## src/rtl/pipe_ctrl_pkg.sv

```systemverilog
// Shared pipeline definitions: controller state encoding and register-index width.
package pipe_ctrl_pkg;

    localparam int REG_IDX_W = 5;

    typedef enum logic [1:0] {
        ST_RUN      = 2'd0,
        ST_MEM_WAIT = 2'd1,
        ST_FAULT    = 2'd2
    } state_e;

endpackage

```

## src/rtl/pipe_ctrl_hazard_detect.sv

```systemverilog
// Load-use hazard comparator: a load in EX writing a register the ID-stage instruction reads.
module hazard_detect
    import pipe_ctrl_pkg::*;
(
    input  logic                 ex_mem_r,
    input  logic [REG_IDX_W-1:0] ex_rd,
    input  logic [REG_IDX_W-1:0] id_rs1,
    input  logic [REG_IDX_W-1:0] id_rs2,
    output logic                 hazard
);

    // x0 is hardwired to zero, so a load targeting it never creates a dependency
    assign hazard = ex_mem_r & (ex_rd != {REG_IDX_W{1'b0}}) &
                    ((ex_rd == id_rs1) | (ex_rd == id_rs2));

endmodule

```

## src/rtl/pipe_ctrl.sv

```systemverilog
// Pipeline controller: memory-wait FSM with timeout fault, branch flush, load-use bubble
// and a saturating stall-cycle counter.
module pipe_ctrl
    import pipe_ctrl_pkg::*;
#(
    parameter int TIMEOUT = 255
) (
    input  logic                 clk,
    input  logic                 rst,
    input  logic                 me_mem_r,
    input  logic                 me_mem_w,
    input  logic                 me_branch,
    input  logic                 ex_mem_r,
    input  logic [REG_IDX_W-1:0] ex_rd,
    input  logic [REG_IDX_W-1:0] id_rs1,
    input  logic [REG_IDX_W-1:0] id_rs2,
    input  logic                 dmem_ready,
    output logic                 dmem_req,
    output logic                 stall,
    output logic                 hold_front,
    output logic                 bubble,
    output logic                 flush,
    output logic                 fault,
    output logic [31:0]          stall_cycles
);

    localparam int CNT_W = $clog2(TIMEOUT + 1);

    state_e            state_q, state_d;
    logic [CNT_W-1:0]  wait_cnt_q, wait_cnt_d;
    logic [CNT_W-1:0]  wait_nxt_s;
    logic [31:0]       stall_cycles_q, stall_cycles_d;
    logic              hazard_s;
    logic              req_s, stall_s, flush_s, bubble_s, fault_s;

    hazard_detect u_hazard (
        .ex_mem_r (ex_mem_r),
        .ex_rd    (ex_rd),
        .id_rs1   (id_rs1),
        .id_rs2   (id_rs2),
        .hazard   (hazard_s)
    );

    // Next-state, wait counter and priority-resolved control outputs
    always_comb begin
        state_d    = state_q;
        wait_cnt_d = wait_cnt_q;
        req_s      = 1'b0;
        stall_s    = 1'b0;
        fault_s    = 1'b0;
        wait_nxt_s = wait_cnt_q + CNT_W'(1);
        case (state_q)
            ST_RUN: begin
                req_s   = me_mem_r | me_mem_w;
                stall_s = req_s & ~dmem_ready;
                if (stall_s) begin
                    state_d    = ST_MEM_WAIT;
                    wait_cnt_d = {CNT_W{1'b0}};
                end else begin
                    state_d = ST_RUN;
                end
            end
            ST_MEM_WAIT: begin
                req_s   = me_mem_r | me_mem_w;
                stall_s = req_s & ~dmem_ready;
                // wait_cnt holds the number of MEM_WAIT cycles already spent
                if (!stall_s) begin
                    state_d    = ST_RUN;
                    wait_cnt_d = {CNT_W{1'b0}};
                end else if (wait_nxt_s == CNT_W'(TIMEOUT)) begin
                    state_d = ST_FAULT;
                end else begin
                    wait_cnt_d = wait_nxt_s;
                end
            end
            ST_FAULT: begin
                stall_s = 1'b1;
                fault_s = 1'b1;
            end
            default: begin
                state_d    = ST_RUN;
                wait_cnt_d = {CNT_W{1'b0}};
            end
        endcase

        flush_s  = me_branch & ~stall_s;
        bubble_s = hazard_s & ~stall_s & ~flush_s;

        if (stall_s && (stall_cycles_q != 32'hFFFF_FFFF)) begin
            stall_cycles_d = stall_cycles_q + 32'd1;
        end else begin
            stall_cycles_d = stall_cycles_q;
        end
    end

    // State, wait counter and stall counter registers
    always_ff @(posedge clk or posedge rst) begin
        if (rst) begin
            state_q        <= ST_RUN;
            wait_cnt_q     <= {CNT_W{1'b0}};
            stall_cycles_q <= 32'd0;
        end else begin
            state_q        <= state_d;
            wait_cnt_q     <= wait_cnt_d;
            stall_cycles_q <= stall_cycles_d;
        end
    end

    // Control outputs must respond within the cycle, so they are forced low directly by rst
    assign dmem_req     = req_s & ~rst;
    assign stall        = stall_s & ~rst;
    assign flush        = flush_s & ~rst;
    assign bubble       = bubble_s & ~rst;
    assign hold_front   = bubble_s & ~rst;
    assign fault        = fault_s & ~rst;
    assign stall_cycles = stall_cycles_q;

endmodule

```

## config.mk

```make
export PLATFORM = sky130hd
export DESIGN_NAME = pipe_ctrl
export DESIGN_NICKNAME = d
export VERILOG_FILES = /design/src/rtl/pipe_ctrl_pkg.sv /design/src/rtl/pipe_ctrl_hazard_detect.sv /design/src/rtl/pipe_ctrl.sv
export SDC_FILE = /design/constraint.sdc
export NUM_CORES = 1
export LEC_CHECK = 0
export ABC_AREA = 1
export BUFFER_PORTS_ARGS = -buffer_cell sky130_fd_sc_hd__buf_2
export CAP_MARGIN = 20
export CORE_ASPECT_RATIO = 0.7
export CORE_MARGIN = 2
export CORE_UTILIZATION = 38
export CTS_CLUSTER_SIZE = 14
export DETAILED_ROUTE_END_ITERATION = 7
export PLACE_DENSITY = 0.64
export SYNTH_ARGS = -nofsm -noshare
export SYNTH_HDL_FRONTEND = slang
export SYNTH_HIERARCHICAL = 1
export SYNTH_SLANG_ARGS = --single-unit
```

## constraint.sdc

```tcl
create_clock -name clk -period 3.9 [get_ports clk]
set_input_delay 0.195 -clock clk [delete_from_list [all_inputs] [get_ports clk]]
set_output_delay 0.195 -clock clk [all_outputs]
set_load 0.02 [all_outputs]
```

== Word-level counts from Yosys, hierarchy flattened ==
Index checks and enable logic that the tools add are counted.
Widths: inputs -> output; s select.

* Bits in registers: 42
* Logic and storage cells: 49

* $add $sub $neg: 2
* Equality and inequality tests: 9
* Mux-type cells: 11
* Bitwise logic cells: 18
* Reductions and logical operators: 6

{| class="wikitable"
|+ Operators by type and width
! operator !! number
|-
| $add 32x1->32 const B || 1
|-
| $ne 32x32->1 const B || 1
|-
| $mux 8 || 3
|-
| $pmux 8 s3 || 1
|-
| $and 1x1->1 || 11
|-
| $eq 5x5->1 || 2
|-
| $add 8x1->8 const B || 1
|-
| $eq 8x8->1 const B || 1
|-
| $ne 3x3->1 const B || 2
|-
| $pmux 2 s3 || 1
|-
| $not 1->1 || 5
|-
| $reduce_bool 5->1 || 1
|-
| $mux 2 || 2
|-
| $mux 1 || 3
|-
| $reduce_and 3->1 || 1
|-
| $eq 2x1->1 const B || 1
|-
| $eq 2x2->1 const B || 1
|-
| $logic_not 2->1 || 1
|-
| $ne 2x2->1 const B || 1
|-
| $or 1x1->1 || 2
|-
| $pmux 1 s2 || 1
|-
| $reduce_and 2->1 || 1
|-
| $reduce_or 2->1 || 1
|-
| $logic_and 1x1->1 || 1
|}

== Longest topological paths before layout ==
* Depth after elaboration: 8
* Depth in mapped cells: 11
* Mapped depth without buffers: 11

== By module ==
The synthesis kept the hierarchy.

{| class="wikitable"
|+ By module, submodules not included
! module !! times used !! cells each !! area an instance (um^2)
|-
| pipe_ctrl || 1 || 412 || 2768.9
|-
| hazard_detect || 1 || 45 || 195.2
|}

== Worst setup path before layout ==
No wires, ideal clock.

* Path kind: input-to-output
* Start point: input port id_rs1[2]
* End point: output port hold_front
* Arrival time: 1672 ps
* Data required time: 3705 ps
* Slack: 2033 ps
* Stages on the path: 9
* Cells stage by stage: inv_1 nand2_1 nand2_1 nor2_1 nand3_1 a21oi_2 inv_1 nor4_1 buf_4

* Longest elaborated chain between the ends: 6

{| class="wikitable"
|+ RTL lines
! item !! RTL line !! text
|-
| start: declaration || pipe_ctrl.sv:15 || <nowiki>input logic [REG_IDX_W-1:0] id_rs1,</nowiki>
|-
| $eq 5x5->1 || pipe_ctrl_hazard_detect.sv:14 || <nowiki>((ex_rd == id_rs1) | (ex_rd == id_rs2));</nowiki>
|-
| $or 1x1->1 || pipe_ctrl_hazard_detect.sv:14 ||
|-
| $and 1x1->1 || pipe_ctrl_hazard_detect.sv:13 || <nowiki>assign hazard = ex_mem_r & (ex_rd != {REG_IDX_W{1'b0}}) &</nowiki>
|-
| via hazard_s || pipe_ctrl.sv:33 || <nowiki>logic hazard_s;</nowiki>
|-
| $and 1x1->1 (2 in series) || pipe_ctrl.sv:87 || <nowiki>bubble_s = hazard_s & ~stall_s & ~flush_s;</nowiki>
|-
| $and 1x1->1 || - ||
|-
| end: declaration || pipe_ctrl.sv:20 || <nowiki>output logic hold_front,</nowiki>
|}

The timed path passes the listed nets, and every way through them passes these cells.

== Final worst setup path ==
* Start point: register stall_cycles_q[0] (netlist: stall_cycles[0])
* End point: register stall_cycles_q[2] (netlist: stall_cycles[2])

* Longest elaborated chain between the ends: 2
* Elaborated cells between the ends (all ways): 3
* Those cells by class: add/sub: 1; eq/ne: 1; reduce/logical: 1

{| class="wikitable"
|+ RTL lines
! item !! RTL line !! text
|-
| start: declaration || pipe_ctrl.sv:32 || <nowiki>logic [31:0] stall_cycles_q, stall_cycles_d;</nowiki>
|-
| start signal: assignment || pipe_ctrl.sv:105 || <nowiki>stall_cycles_q <= stall_cycles_d;</nowiki>
|-
| branches (longest 2 deep; another with $add 32x1->32) || - ||
|}

Parallel ways; which one is timed is not known.
A chain may end at the register's enable or synchronous reset.

==> flow_metrics.env <==
export IMPL_synth_top_area_share_pct=35.46
export IMPL_min_period_ps=2250
export IMPL_drtPass1Iterations=5
export IMPL_irDropWorstVdd_v=0.0001234
export IMPL_required_ps=4090
export IMPL_layout_setup_ws_ps=1650
export IMPL_tightest_slew_ps=915.5
export IMPL_vias=3005
export IMPL_power_switching_w=0.0001815
export IMPL_start_kind="flop"
export IMPL_yosys_warnings=6
export IMPL_hpwl_mm=5.890
export IMPL_layout_nets=543
export IMPL_seq_power_share_pct=56.0
export IMPL_synth_net_count=482
export IMPL_num_rows=26
export IMPL_routedWlPerCell_um=12.57
export IMPL_antenna_found_initial=0
export IMPL_drv_cap=0
export IMPL_leakage_nw=1.785
export IMPL_portBuffers=59
export IMPL_cts_tree="yes"
export IMPL_grt_pass1_wl_mm=13.10
export IMPL_drc=0
export IMPL_rsz0062_at_grt="no"
export IMPL_max_slew_margin_rel_pct=38.83
export IMPL_clockBufferDepth=2
export IMPL_finalSetupTns_ps=0
export IMPL_clkPwrFrac_pct=38.4
export IMPL_totalWireLength_mm=7.753
export IMPL_grt_pass1_vias=2658
export IMPL_maxSlewViolCount=0
export IMPL_synth_common_cells="211 x nand2_1, 53 x nor2_1, 42 x dfrtp_1, 41 x inv_1, 23 x nand3_1"
export IMPL_track_usage_pct=19.33
export IMPL_worstSetupEndpointType="flop"
export IMPL_drive_gt1_share_pct=15.99
export IMPL_min_path_type="in2async"
export IMPL_layoutNonFillerInstCount=617
export IMPL_synthFlopType="dfrtp_1"
export IMPL_synth_area_um2=2964
export IMPL_power_density_nw_per_um2=226.5
export IMPL_cts_root_buffer="clkbuf_8"
export IMPL_die_w_um=109.6
export IMPL_synth_edf_count=0
export IMPL_synth_cell_types=28
export IMPL_ff_latch_area_um2=1051
export IMPL_n_fill_cell=778
export IMPL_cp_data_arrival_time_ps=2440
export IMPL_postCtsSetupRepairBufs=0
export IMPL_crit_type="reg2reg"
export IMPL_synth_top_cells_by_area="dfrtp_1 35%, nand2_1 27%, nor2_1 6.7%"
export IMPL_clk_pin_slew_worst_paths_ps=90
export IMPL_antenna_cells=0
export IMPL_dp_slack_ps=1664
export IMPL_core_area_um2=7417
export IMPL_post_cts_resized=0
export IMPL_p_total_w=0.0007761
export IMPL_synth_seq_cells=42
export IMPL_dieHeight_um=77.90
export IMPL_gp_congestion=0.9248
export IMPL_insertion_delay_ps=300
export IMPL_ys_seq_area_share_pct=35.46
export IMPL_clock_skew_ps=8.377
export IMPL_cts_made_buffers=5
export IMPL_ant_nets=0
export IMPL_setup_viol=0
export IMPL_synth_top_area_cell="dfrtp_1"
export IMPL_synthesis_area_per_instance_um2=6.486
export IMPL_numClockSinks=42
export IMPL_worst_path_max_fanout=36
export IMPL_async_reset_ff_share_pct=100.0
export IMPL_io_pins=60
export IMPL_start_util_pct=39.96
export IMPL_cts_htree_levels=2
export IMPL_power_internal_w=0.0005947
export IMPL_holdWs_ps=80.04
export IMPL_die_area_um2=8534
export IMPL_routed_via_density=4.870
export IMPL_synth_cells=457
export IMPL_grt_max_degree=43
export IMPL_multi_input_area_um2=1690
export IMPL_status="finished clean"
export IMPL_syn_to_final_growth_pct=15.62
export IMPL_dp_cells=609
export IMPL_grt_overflow_total=0
export IMPL_swShare_pct=23.38
export IMPL_comb_power_share_pct=5.6
export IMPL_drt_iter0_drc=248
export IMPL_fmax_ghz=0.4445
export IMPL_finalHoldViolations=0
export IMPL_ctsHoldBuffers=0
export IMPL_finalCritPeriodShare_pct=57.68
export IMPL_yosysMostFrequentCell="nand2_1"
per-layer routing:
layer	GRT usage [%]	part of all wire, %	wire [um]
met2	26.11	39	3055
met4	4.430	0.86	67
met5	0	0	0
met3	3.950	8.1	625
met1	30.83	52	4005
stage by stage:
step | cell area, um2 | util, %
floorplan | 2964 | -
global placement | 3336 | 44.97
detailed placement | 3336 | 44.97
CTS | 3427 | 46.20
global route | 3427 | 46.20
finish | 3427 | 46.20
cells by family (layout without fill, tap and decap cells):
family | Yosys count | in the layout | share of synthesized area [%]
adder cells (fa/ha/maj) | 3 | 3 | 1.266
buffers and inverters | 51 | 113 | 7.513
flip-flops | 42 | 42 | 35.46
XOR/XNOR | 18 | 18 | 5.319
AND/OR/NAND/NOR | 325 | 325 | 46.56
AO/OA/AOI/OAI | 18 | 18 | 3.884
sequential cells by signal (all words and copies together) (netlist names):
name / flops
wait_cnt_q: 8
stall_cycles: 32
state_q: 2
power groups by stage:
| stage | Sequential, W | Clock, W | Combinational, W |
|---|---|---|---|
| after global routing | 0.000435 | 0.000324 | 0.0000498 |
| final | 0.000435 | 0.000298 | 0.0000431 |
| after detailed placement | 0.000444 | 0 | 0.0000442 |
| after floorplan | 0.000444 | 0 | 0.0000231 |
| after global placement | 0.000444 | 0 | 0.0000428 |
| after CTS | 0.000435 | 0.000307 | 0.0000443 |
worst max-delay path, cell delays in order (launching register included):
cell     delay, ps
dfrtp_1        440
ha_1           260
nand3_1        160
inv_1          100
nand2_2        140
nor2_4          80
a21oi_4        730
nand2_1        100
nand2_1         90
nand2_1         50
placed cells by master (no fill, tap or decap), drive strengths merged:
cell and instances:
nand4 10, nand3b 8, o21bai 2, nand2 217
o21ai 13, a31oi 1, inv 44, nor4 1
nand3 23, clkinv 2, ha 3, clkbuf 7
a21oi 2, buf 60, xor2 11, nor3 11
nor2 55, xnor2 7, dfrtp 42
worst paths after layout:
path | startpoint | end | slack [ps] | depth (start not counted)
worst max-delay path | stall_cycles[0] | stall_cycles[2] | 1650 | 9
worst min-delay path | rst | stall_cycles[12] | 80 | 3
worst max register to register | stall_cycles[0] | stall_cycles[2] | 1650 | 9
worst min register to register | state_q[0] | state_q[0] | 470 | 1
max in group asynchronous | rst | stall_cycles[2] | 3440 | 3
min in group clk | dmem_ready | state_q[0] | 210 | 4
final cells by class:
| class | count | share of cell area [%] |
|---|---|---|
| multi-input cells | 364 | 49.32 |
| flip-flops and latches | 42 | 30.67 |
| repair buffers | 60 | 8.835 |
| inverters | 45 | 4.929 |
| well taps | 98 | 3.578 |
| clock buffers | 7 | 2.519 |
| clock inverters | 1 | 0.1460 |
Power figures use the tool's default switching activity.
